===== src/rtl/ex_stage_pkg.sv =====
// Shared encodings for the execute stage: ALU op/sel codes, divider states and
// the divider request/response structs. The divider is built only with EX_DIV_EN.
package ex_stage_pkg;

    localparam int ALU_OP_W   = 8;
    localparam int ALU_SEL_W  = 3;
    localparam int REG_ADDR_W = 5;
    localparam int DIV_W      = 32;

    localparam logic [ALU_OP_W-1:0] EXE_NOP_OP  = 8'b0000_0000;
    localparam logic [ALU_OP_W-1:0] EXE_AND_OP  = 8'b0010_0100;
    localparam logic [ALU_OP_W-1:0] EXE_OR_OP   = 8'b0010_0101;
    localparam logic [ALU_OP_W-1:0] EXE_XOR_OP  = 8'b0010_0110;
    localparam logic [ALU_OP_W-1:0] EXE_NOR_OP  = 8'b0010_0111;
    localparam logic [ALU_OP_W-1:0] EXE_SLL_OP  = 8'b0111_1100;
    localparam logic [ALU_OP_W-1:0] EXE_SRL_OP  = 8'b0000_0010;
    localparam logic [ALU_OP_W-1:0] EXE_SRA_OP  = 8'b0000_0011;
    localparam logic [ALU_OP_W-1:0] EXE_SLT_OP  = 8'b0010_1010;
    localparam logic [ALU_OP_W-1:0] EXE_SLTU_OP = 8'b0010_1011;
    localparam logic [ALU_OP_W-1:0] EXE_ADDU_OP = 8'b0010_0001;
    localparam logic [ALU_OP_W-1:0] EXE_SUBU_OP = 8'b0010_0011;
    localparam logic [ALU_OP_W-1:0] EXE_DIV_OP  = 8'b0001_1010;
    localparam logic [ALU_OP_W-1:0] EXE_DIVU_OP = 8'b0001_1011;

    localparam logic [ALU_SEL_W-1:0] EXE_RES_NOP        = 3'b000;
    localparam logic [ALU_SEL_W-1:0] EXE_RES_LOGIC      = 3'b001;
    localparam logic [ALU_SEL_W-1:0] EXE_RES_ARITHMETIC = 3'b011;
    localparam logic [ALU_SEL_W-1:0] EXE_RES_SHIFT      = 3'b100;

    localparam logic [1:0] DivFree   = 2'b00;
    localparam logic [1:0] DivByZero = 2'b01;
    localparam logic [1:0] DivOn     = 2'b10;
    localparam logic [1:0] DivEnd    = 2'b11;

    localparam logic DivResultReady    = 1'b1;
    localparam logic DivResultNotReady = 1'b0;
    localparam logic DivStart          = 1'b1;
    localparam logic DivStop           = 1'b0;

    typedef struct packed {
        logic             start;
        logic             sign;
        logic             annul;
        logic [DIV_W-1:0] op1;
        logic [DIV_W-1:0] op2;
    } div_req_t;

    typedef struct packed {
        logic               ready;
        logic [2*DIV_W-1:0] result;   // {remainder, quotient}
    } div_rsp_t;

    function automatic logic is_div_op(input logic [ALU_OP_W-1:0] op);
        return (op == EXE_DIV_OP) || (op == EXE_DIVU_OP);
    endfunction

endpackage


===== src/rtl/ex_stage_div.sv =====
// Sequential 32-iteration restoring divider with signed fix-up and
// divide-by-zero short path; start must be held until ready.
module ex_stage_div
    import ex_stage_pkg::*;
(
    input  logic     clk,
    input  logic     rst,
    input  div_req_t req,
    output div_rsp_t rsp
);

    logic [1:0]         state;
    logic [5:0]         cnt;
    logic [2*DIV_W-1:0] acc;      // {partial remainder, dividend/quotient}
    logic [DIV_W-1:0]   divisor;
    logic               neg_q;
    logic               neg_r;

    logic [DIV_W-1:0]   op1_mag;
    logic [DIV_W-1:0]   op2_mag;
    logic [DIV_W+1:0]   diff;
    logic               abort;
    logic [DIV_W-1:0]   quo;
    logic [DIV_W-1:0]   rem;

    assign op1_mag = (req.sign && req.op1[DIV_W-1]) ? -req.op1 : req.op1;
    assign op2_mag = (req.sign && req.op2[DIV_W-1]) ? -req.op2 : req.op2;
    assign abort   = req.annul || !req.start;

    // Trial subtract of the divisor from the next 33-bit partial remainder.
    assign diff = {1'b0, acc[2*DIV_W-1:DIV_W-1]} - {2'b00, divisor};

    always_ff @(posedge clk) begin
        if (rst) begin
            state   <= DivFree;
            cnt     <= '0;
            acc     <= '0;
            divisor <= '0;
            neg_q   <= 1'b0;
            neg_r   <= 1'b0;
        end else begin
            case (state)
                DivFree: begin
                    if (req.start && !req.annul) begin
                        divisor <= op2_mag;
                        cnt     <= '0;
                        if (req.op2 == '0) begin
                            state <= DivByZero;
                            acc   <= {req.op1, {DIV_W{1'b1}}};
                            neg_q <= 1'b0;
                            neg_r <= 1'b0;
                        end else begin
                            state <= DivOn;
                            acc   <= {{DIV_W{1'b0}}, op1_mag};
                            neg_q <= req.sign && (req.op1[DIV_W-1] ^ req.op2[DIV_W-1]);
                            neg_r <= req.sign && req.op1[DIV_W-1];
                        end
                    end
                end
                DivByZero: state <= abort ? DivFree : DivEnd;
                DivOn: begin
                    if (abort) begin
                        state <= DivFree;
                    end else begin
                        acc <= diff[DIV_W+1] ? {acc[2*DIV_W-2:0], 1'b0}
                                             : {diff[DIV_W-1:0], acc[DIV_W-2:0], 1'b1};
                        cnt <= cnt + 6'd1;
                        if (cnt == 6'd31) state <= DivEnd;
                    end
                end
                default: state <= DivFree;
            endcase
        end
    end

    assign quo = acc[DIV_W-1:0];
    assign rem = acc[2*DIV_W-1:DIV_W];

    always_comb begin
        rsp.ready  = (state == DivEnd) ? DivResultReady : DivResultNotReady;
        rsp.result = {(neg_r ? -rem : rem), (neg_q ? -quo : quo)};
    end

endmodule


===== src/rtl/ex_stage.sv =====
// Execute stage: combinational ALU paths plus an optional multi-cycle divider
// (present only when EX_DIV_EN is defined) that stalls the pipeline while busy.
module ex_stage
    import ex_stage_pkg::*;
#(
    parameter int DATA_W = 32
) (
    input  logic                  clk,
    input  logic                  rst,
    input  logic [ALU_OP_W-1:0]   aluOp_i,
    input  logic [ALU_SEL_W-1:0]  aluSel_i,
    input  logic [DATA_W-1:0]     reg1_i,
    input  logic [DATA_W-1:0]     reg2_i,
    input  logic [REG_ADDR_W-1:0] wd_i,
    input  logic                  wreg_i,
    input  logic                  flush_i,
    output logic [REG_ADDR_W-1:0] wd_o,
    output logic                  wreg_o,
    output logic [DATA_W-1:0]     wdata_o,
    output logic                  whilo_o,
    output logic [DATA_W-1:0]     hi_o,
    output logic [DATA_W-1:0]     lo_o,
    output logic                  stallreq_o
);

    logic              is_div;
    logic [DATA_W-1:0] logic_res;
    logic [DATA_W-1:0] shift_res;
    logic [DATA_W-1:0] arith_res;
    logic [DATA_W-1:0] alu_res;
    logic              div_busy;
    logic              div_done;
    logic [DATA_W-1:0] div_hi;
    logic [DATA_W-1:0] div_lo;

    assign is_div = is_div_op(aluOp_i);

    always_comb begin
        logic_res = '0;
        case (aluOp_i)
            EXE_OR_OP:  logic_res = reg1_i | reg2_i;
            EXE_AND_OP: logic_res = reg1_i & reg2_i;
            EXE_XOR_OP: logic_res = reg1_i ^ reg2_i;
            EXE_NOR_OP: logic_res = ~(reg1_i | reg2_i);
            default:    logic_res = '0;
        endcase
    end

    always_comb begin
        shift_res = '0;
        case (aluOp_i)
            EXE_SLL_OP: shift_res = reg2_i << reg1_i[4:0];
            EXE_SRL_OP: shift_res = reg2_i >> reg1_i[4:0];
            EXE_SRA_OP: shift_res = DATA_W'($signed(reg2_i) >>> reg1_i[4:0]);
            default:    shift_res = '0;
        endcase
    end

    always_comb begin
        arith_res = '0;
        case (aluOp_i)
            EXE_ADDU_OP: arith_res = reg1_i + reg2_i;
            EXE_SUBU_OP: arith_res = reg1_i - reg2_i;
            EXE_SLT_OP:  arith_res = {{(DATA_W-1){1'b0}}, ($signed(reg1_i) < $signed(reg2_i))};
            EXE_SLTU_OP: arith_res = {{(DATA_W-1){1'b0}}, (reg1_i < reg2_i)};
            default:     arith_res = '0;
        endcase
    end

    always_comb begin
        alu_res = '0;
        case (aluSel_i)
            EXE_RES_LOGIC:      alu_res = logic_res;
            EXE_RES_SHIFT:      alu_res = shift_res;
            EXE_RES_ARITHMETIC: alu_res = arith_res;
            default:            alu_res = '0;
        endcase
    end

`ifdef EX_DIV_EN
    div_req_t div_req;
    div_rsp_t div_rsp;

    always_comb begin
        div_req.start = is_div ? DivStart : DivStop;
        div_req.sign  = (aluOp_i == EXE_DIV_OP);
        div_req.annul = flush_i;
        div_req.op1   = reg1_i;
        div_req.op2   = reg2_i;
    end

    ex_stage_div u_div (
        .clk (clk),
        .rst (rst),
        .req (div_req),
        .rsp (div_rsp)
    );

    assign div_done = is_div && (div_rsp.ready == DivResultReady);
    assign div_busy = is_div && (div_rsp.ready != DivResultReady);
    assign div_hi   = div_rsp.result[2*DIV_W-1:DIV_W];
    assign div_lo   = div_rsp.result[DIV_W-1:0];
`else
    // Divides decode as NOP; clock and flush have no consumer in this build.
    logic unused_div_ports;
    assign unused_div_ports = clk ^ flush_i;
    assign div_done = 1'b0;
    assign div_busy = 1'b0;
    assign div_hi   = '0;
    assign div_lo   = '0;
`endif

    always_comb begin
        wd_o       = '0;
        wreg_o     = 1'b0;
        wdata_o    = '0;
        whilo_o    = 1'b0;
        hi_o       = '0;
        lo_o       = '0;
        stallreq_o = 1'b0;
        if (!rst) begin
            wd_o       = wd_i;
            wreg_o     = wreg_i && !is_div;
            wdata_o    = alu_res;
            whilo_o    = div_done;
            hi_o       = div_done ? div_hi : '0;
            lo_o       = div_done ? div_lo : '0;
            stallreq_o = div_busy;
        end
    end

endmodule


===== config.mk =====
export PLATFORM = sky130hd
export DESIGN_NAME = ex_stage
export DESIGN_NICKNAME = d
export VERILOG_FILES = /design/src/rtl/ex_stage_pkg.sv /design/src/rtl/ex_stage_div.sv /design/src/rtl/ex_stage.sv
export SDC_FILE = /design/constraint.sdc
export NUM_CORES = 1
export LEC_CHECK = 0
export BUFFER_PORTS_ARGS = -buffer_cell sky130_fd_sc_hd__buf_2
export CAP_MARGIN = 40
export CORE_ASPECT_RATIO = 0.5
export CORE_MARGIN = 1.5
export CORE_UTILIZATION = 43
export DETAILED_ROUTE_END_ITERATION = 10
export PLACE_DENSITY_LB_ADDON = 0.05
export SYNTH_ARGS = -nofsm -noshare
export SYNTH_HDL_FRONTEND = slang
export SYNTH_HIERARCHICAL = 1
export SYNTH_SLANG_ARGS = --single-unit

===== constraint.sdc =====
create_clock -name vclk -period 4.3
set_input_delay 0.215 -clock vclk [all_inputs]
set_output_delay 0.215 -clock vclk [all_outputs]
set_load 0.02 [all_outputs]

==> results of run 1 <==
==> tightest hold or removal path, stage by stage <==
cell	delay, ns
buf_2	0.07
nor2b_1	0.10
buf_2	0.16
==> synthesized netlist by cell type, drive strengths merged (4+ instances only) <==
library cell  instances
a41oi                 4
mux2i               105
o311ai                7
ha                   99
o211ai               42
nand4                 6
a311oi                5
o31ai                 9
nor2b                16
buf                 120
a31oi                34
nand3                30
inv                 120
xor2                  8
and4                  6
or2                   8
clkbuf               56
o221ai               10
xnor2                15
or4                   5
mux4                 34
a211oi               32
nor3                 28
a221oi                7
a32oi                 9
mux2                 17
and3                  4
o21bai                6
a21oi               137
a21o                  9
a21boi                4
a2111oi               6
o22ai                 8
o21ai               107
or3                   6
nand3b                6
nand2b                7
o2111ai               5
nor2                162
o41ai                 5
and2                  4
nand2               126
a211o                 4
==> layout make-up <==
type	count	area [um2]	share of cell area [%]
multi-input cells	1243	8750	83.0
repair buffers	165	958	9.09
inverters	121	454	4.31
well taps	307	384	3.64
==> per-layer routing <==
layer | GRT usage, % | share of wire, % | vias to the layer above | routed length, um
met2 | 51.4 | 40 | 596 | 18300
met4 | 5.06 | 1.1 | 2 | 518
met3 | 14.0 | 13 | 37 | 6050
met1 | 54.5 | 46 | 5670 | 21400
li1 | - | - | 5366 | -
met5 | 0 | 0.024 | - | 11
==> power groups by stage <==
stage	combinational [mW]	sequential [mW]	clock (mW)
4_1_cts	1.24	0	0
2_1_floorplan	0.911	0	0
3_5_place_dp	1.23	0	0
6_report	1.28	0	0
3_3_place_gp	1.23	0	0
5_1_grt	1.38	0	0
==> worst paths after layout <==
kind                    from          end  slack (ns)  depth (start not counted)
hold / removal       wd_i[1]      wd_o[1]        0.76                          3
setup / recovery  reg2_i[14]  wdata_o[21]        0.44                         13
==> logic make-up after synthesis <==
group,share of synthesized area [%]
AO/OA/AOI/OAI,30.8
AND/OR/NAND/NOR,19.5
buffers and inverters,14.6
multiplexers,20.2
adder cells (fa/ha/maj),12.9
XOR/XNOR,2.02
other,0.0377
==> metrics.txt, run 1 <==
# TYPE chip_impl_metric gauge
chip_impl_metric{name="netlist.area_leader.share",unit="%"} 12.4
chip_impl_metric{name="crit_path_max_incr_delay",unit="ns"} 0.61
chip_impl_metric{name="slew-limit-headroom",unit="%"} 37.3
chip_impl_metric{name="grt_max_degree",unit=""} 80
chip_impl_info{name="mostFrequentLayoutCell",value="nor2_1"} 1
chip_impl_metric{name="leakage",unit="nW"} 4.77
chip_impl_metric{name="avgRoutedWirePerCell",unit="um"} 25.2
chip_impl_metric{name="syn_area_per_cell",unit="um2"} 6.75
chip_impl_metric{name="grt_antenna_before_repair",unit=""} 1
chip_impl_metric{name="post_cts.repair.setup_buffers",unit=""} 0
chip_impl_metric{name="comb_power_share",unit="%"} 100.0
chip_impl_metric{name="grt_usage",unit="%"} 37.1
chip_impl_metric{name="antennaDiodeCount",unit=""} 0
chip_impl_metric{name="die_h",unit="um"} 111
chip_impl_metric{name="final_cells",unit=""} 1836
chip_impl_metric{name="fin_worst_hold_slack",unit="ns"} 0.762
chip_impl_metric{name="drc",unit=""} 0
chip_impl_metric{name="reg_power_share",unit="%"} 0
chip_impl_metric{name="setup_viol",unit=""} 0
chip_impl_metric{name="number_of_global_route_vias_before_repair",unit=""} 10743
chip_impl_metric{name="final.setup.tns",unit="ns"} 0
chip_impl_metric{name="cts_resized",unit=""} 0
chip_impl_metric{name="gp_congestion",unit=""} 1.00
chip_impl_metric{name="layout_min_cycle_time",unit="ns"} 3.86
chip_impl_info{name="status",value="complete, no violations"} 1
chip_impl_metric{name="mappedNetlistArea",unit="um2"} 9950
chip_impl_info{name="min_path_type",value="in -> out"} 1
chip_impl_metric{name="p_per_area",unit="nW/um2"} 121
chip_impl_info{name="commonest_cells_after_routing_fill_and_taps_aside",value="161 x nor2_1, 136 x a21oi_1, 124 x nand2_1"} 1
chip_impl_info{name="cp-start-kind",value="primary input"} 1
chip_impl_metric{name="dpl-instance-area",unit="um2"} 10500
chip_impl_metric{name="power",unit="mW"} 1.28
chip_impl_metric{name="io_pins",unit=""} 188
chip_impl_metric{name="fp.coreArea",unit="um2"} 22700
chip_impl_metric{name="synthCells",unit=""} 1475
chip_impl_metric{name="fin_crit_sh",unit="%"} 89.9
chip_impl_metric{name="grt_first_pass_wirelength",unit="um"} 68000
chip_impl_metric{name="design_area",unit="um2"} 10500
chip_impl_metric{name="timing.final.ws_setup",unit="ns"} 0.436
chip_impl_metric{name="final_core_util",unit="%"} 46.4
chip_impl_metric{name="start_util",unit="%"} 43.8
chip_impl_metric{name="floorplan.rows",unit=""} 39
chip_impl_metric{name="detailedPlacementHpwl",unit="um"} 36600
chip_impl_metric{name="seq_area_frac_synth",unit="%"} 0
chip_impl_info{name="critical-path-slowest-cell",value="ha_1"} 1
chip_impl_metric{name="worst_ep_required_time",unit="ns"} 4.09
chip_impl_info{name="path_delay_family",value="simple AND/OR/NAND/NOR gates"} 1
chip_impl_info{name="crit_path_end_kind",value="primary output"} 1
chip_impl_metric{name="netlist_cell_types",unit=""} 85
chip_impl_metric{name="internal_power",unit="uW"} 435
chip_impl_metric{name="port_buffer_count",unit=""} 120
chip_impl_metric{name="final_antenna_net_count",unit=""} 0
chip_impl_metric{name="ys.warnings.count",unit=""} 6
chip_impl_metric{name="final-max-slew-violation-count",unit=""} 0
chip_impl_metric{name="critical_path_buf_inv_count",unit=""} 3
chip_impl_metric{name="clock_power_share",unit="%"} 0
chip_impl_metric{name="final_layout_size_suffix_gt1_share",unit="%"} 15.8
chip_impl_metric{name="drt-total-wl",unit="um"} 46300
chip_impl_metric{name="dpl_worst_slack",unit="ns"} 0.549
chip_impl_info{name="critPathMostFrequentCell",value="buf_2"} 1
chip_impl_metric{name="cts_hold_repair.buffers",unit=""} 0
chip_impl_info{name="crit_chain",value="buf_2, inv_1, ha_1, nand3_1, or4_1, a21oi_1, or3b_4, o21a_1, o2bb2ai_1, xor2_1, nand2_1, a31oi_1, buf_2"} 1
chip_impl_metric{name="max_slew.worst_pin.slew",unit="ns"} 0.941
chip_impl_metric{name="drt_first_iter_violations",unit=""} 1462
chip_impl_metric{name="finalNetCount",unit=""} 1716
chip_impl_metric{name="maxClockFrequency",unit="MHz"} 259
chip_impl_metric{name="max_vdd_drop",unit="uV"} 69.5
chip_impl_metric{name="cp_data_arrival_time",unit="ns"} 3.65
chip_impl_info{name="crit_type",value="in -> out"} 1
chip_impl_metric{name="area_growth",unit="%"} 5.99
chip_impl_metric{name="vias",unit=""} 11671
chip_impl_metric{name="clock_buffers",unit=""} 0
chip_impl_metric{name="layout.sequential_cells",unit=""} 0
chip_impl_metric{name="finalHoldViolations",unit=""} 0
chip_impl_info{name="setup_repair_after_global_routing_missed_its_margin",value="no"} 1
chip_impl_metric{name="final.fill_count",unit=""} 2452
chip_impl_metric{name="grt_overflow",unit=""} 0
chip_impl_metric{name="worst-path-max-fanout",unit=""} 14
chip_impl_metric{name="vias_per_cell",unit=""} 6.36
chip_impl_metric{name="power_switching",unit="uW"} 844
chip_impl_metric{name="die_w",unit="um"} 218
chip_impl_metric{name="max_cap_violations",unit=""} 0
chip_impl_metric{name="place.detailed.instances",unit=""} 1835
chip_impl_metric{name="die-area",unit="um2"} 24100
chip_impl_metric{name="sequential_cell_area",unit="um2"} 0
chip_impl_metric{name="drt_pass1_iterations",unit=""} 6
chip_impl_metric{name="netSwitchingFraction",unit="%"} 66.0
chip_impl_info{name="yosys-top-cells-area",value="ha_1 12%, mux2i_1 11%, mux4_2 7.7%, a21oi_1 6.8%, nor2_1 6.1%"} 1
chip_impl_info{name="post-synth-top-area-cell",value="ha_1"} 1
Power figures use the tool's default switching activity.
==> inputs of run 2 (changes only) <==
==> constraint.sdc (replaced) <==
create_clock -name vclk -period 4.3
set_input_delay 0.215 -clock vclk [all_inputs]
set_output_delay 0.215 -clock vclk [all_outputs]
set_load 0.01 [all_outputs]
==> run 2 against run 1 <==
Design area is essentially flat. Core utilization about the same. Count of clock-buffer cells in the layout stayed put. Sequential share of layout area did not move. Critical path type unchanged.
==> metrics.txt, run 2 (synthesized netlist as in run 1, its figures left out) <==
# TYPE chip_impl_metric gauge
chip_impl_metric{name="maxClockFrequency",unit="MHz"} 259
chip_impl_metric{name="drt_first_iter_violations",unit=""} 1618
chip_impl_info{name="mostFrequentLayoutCell",value="nor2_1"} 1
chip_impl_metric{name="drt-met1-wl",unit="um"} 21800
chip_impl_metric{name="final.fill_count",unit=""} 2448
chip_impl_metric{name="final.setup.tns",unit="ns"} 0
chip_impl_info{name="setup_repair_after_global_routing_missed_its_margin",value="no"} 1
chip_impl_metric{name="multiInputGateArea",unit="um2"} 8750
chip_impl_metric{name="detailedPlacementHpwl",unit="um"} 36400
chip_impl_metric{name="cp_data_arrival_time",unit="ns"} 3.65
chip_impl_info{name="commonest_cells_after_routing_fill_and_taps_aside",value="161 x nor2_1, 136 x a21oi_1, 124 x nand2_1"} 1
chip_impl_metric{name="met3_wirelength",unit="um"} 5120
chip_impl_metric{name="final-max-slew-violation-count",unit=""} 0
chip_impl_metric{name="area_growth",unit="%"} 6.04
chip_impl_metric{name="die_w",unit="um"} 218
chip_impl_metric{name="avgRoutedWirePerCell",unit="um"} 24.9
chip_impl_metric{name="clock_buffers",unit=""} 0
chip_impl_metric{name="grt_usage",unit="%"} 36.4
chip_impl_metric{name="layout.sequential_cells",unit=""} 0
chip_impl_metric{name="fp.coreArea",unit="um2"} 22700
chip_impl_metric{name="sequential_cell_area",unit="um2"} 0
chip_impl_metric{name="gp_congestion",unit=""} 0.998
chip_impl_metric{name="route.met2.wl",unit="um"} 18400
chip_impl_metric{name="vias_per_cell",unit=""} 6.44
chip_impl_metric{name="drc",unit=""} 0
chip_impl_info{name="critPathMostFrequentCell",value="inv_1"} 1
chip_impl_metric{name="worst-path-max-fanout",unit=""} 4
chip_impl_metric{name="vias",unit=""} 11841
chip_impl_info{name="min_path_type",value="in -> out"} 1
chip_impl_metric{name="max_cap_violations",unit=""} 0
chip_impl_metric{name="cts_resized",unit=""} 0
chip_impl_metric{name="slew-limit-headroom",unit="%"} 39.6
chip_impl_metric{name="grt_max_degree",unit=""} 82
chip_impl_metric{name="crit_path_max_incr_delay",unit="ns"} 0.47
chip_impl_metric{name="start_util",unit="%"} 43.8
chip_impl_metric{name="die-area",unit="um2"} 24100
chip_impl_metric{name="grt_overflow",unit=""} 0
chip_impl_metric{name="max_slew.worst_pin.slew",unit="ns"} 0.906
chip_impl_metric{name="post_cts.repair.setup_buffers",unit=""} 0
chip_impl_metric{name="final_antenna_net_count",unit=""} 0
chip_impl_info{name="status",value="complete, no violations"} 1
chip_impl_info{name="cp-start-kind",value="primary input"} 1
chip_impl_metric{name="setup_viol",unit=""} 0
chip_impl_metric{name="port_buffer_count",unit=""} 120
chip_impl_metric{name="floorplan.rows",unit=""} 39
chip_impl_metric{name="fin_crit_sh",unit="%"} 89.9
chip_impl_metric{name="finalNetCount",unit=""} 1718
chip_impl_metric{name="grt_first_pass_wirelength",unit="um"} 67300
chip_impl_metric{name="die_h",unit="um"} 111
chip_impl_metric{name="final_core_util",unit="%"} 46.4
chip_impl_metric{name="drt-total-wl",unit="um"} 45800
chip_impl_info{name="crit_type",value="in -> out"} 1
chip_impl_info{name="crit_chain",value="buf_4, inv_1, ha_1, inv_1, fa_1, nor2b_1, o211ai_1, a41oi_2, o2111ai_1, a2111oi_2, o31ai_1, xnor2_1, nand2_1, a31oi_1, buf_2"} 1
chip_impl_metric{name="cts_hold_repair.buffers",unit=""} 0
chip_impl_metric{name="dpl-instance-area",unit="um2"} 10500
chip_impl_metric{name="grt_antenna_before_repair",unit=""} 6
chip_impl_metric{name="design_area",unit="um2"} 10600
chip_impl_info{name="critical-path-slowest-cell",value="o31ai_1"} 1
chip_impl_metric{name="fin_worst_hold_slack",unit="ns"} 0.727
chip_impl_info{name="crit_path_end_kind",value="primary output"} 1
chip_impl_info{name="topRoutingLayerUsed",value="met5"} 1
chip_impl_metric{name="number_of_global_route_vias_before_repair",unit=""} 10480
chip_impl_metric{name="worst_ep_required_time",unit="ns"} 4.09
chip_impl_metric{name="io_pins",unit=""} 188
chip_impl_metric{name="final_layout_size_suffix_gt1_share",unit="%"} 15.9
chip_impl_metric{name="layout_min_cycle_time",unit="ns"} 3.87
chip_impl_metric{name="finalHoldViolations",unit=""} 0
chip_impl_metric{name="drt_pass1_iterations",unit=""} 6
-- run 2: changes by cell type in the layout (fill, tap and decap cells not counted), sizes merged --
cell	change
buf	+2
diode	+1
-- run 2: worst max-delay path: cells and delay by family --
family                     cells  cell delay (ns)
AOI/OAI and AO/OA              6             1.77
adders and majority gates      2             0.67
buffers and inverters          4             0.57
and+or+nand+nor                2             0.25
xor gates and xnor gates       1             0.17
-- run 2: worst paths after layout --
path                      start     endpoint  slack [ns]  cells after the start
worst max-delay path  reg1_i[0]  wdata_o[30]        0.43                     15
worst min-delay path    wd_i[1]      wd_o[1]        0.73                      3
-- run 2: stage by stage --
step	instances	setup slack, ns
floorplan	1540	0.763
global placement	1837	0.575
detailed placement	1838	0.502
CTS	1838	0.476
global route	1838	0.227
finish	1839	0.433
-- run 2: area by class of cell --
type	instances	area share, %
Antenna cell	1	0.0237
Tap cell	307	3.64
Inverter	121	4.31
Timing Repair Buffer	167	9.11
Multi-Input combinational cell	1243	82.9
-- run 2: layer usage --
layer	vias to the layer above	GRT usage, %
met1	5756	58.4
met2	683	51.7
li1	5346	-
met5	-	0
met3	52	5.51
met4	4	2.76
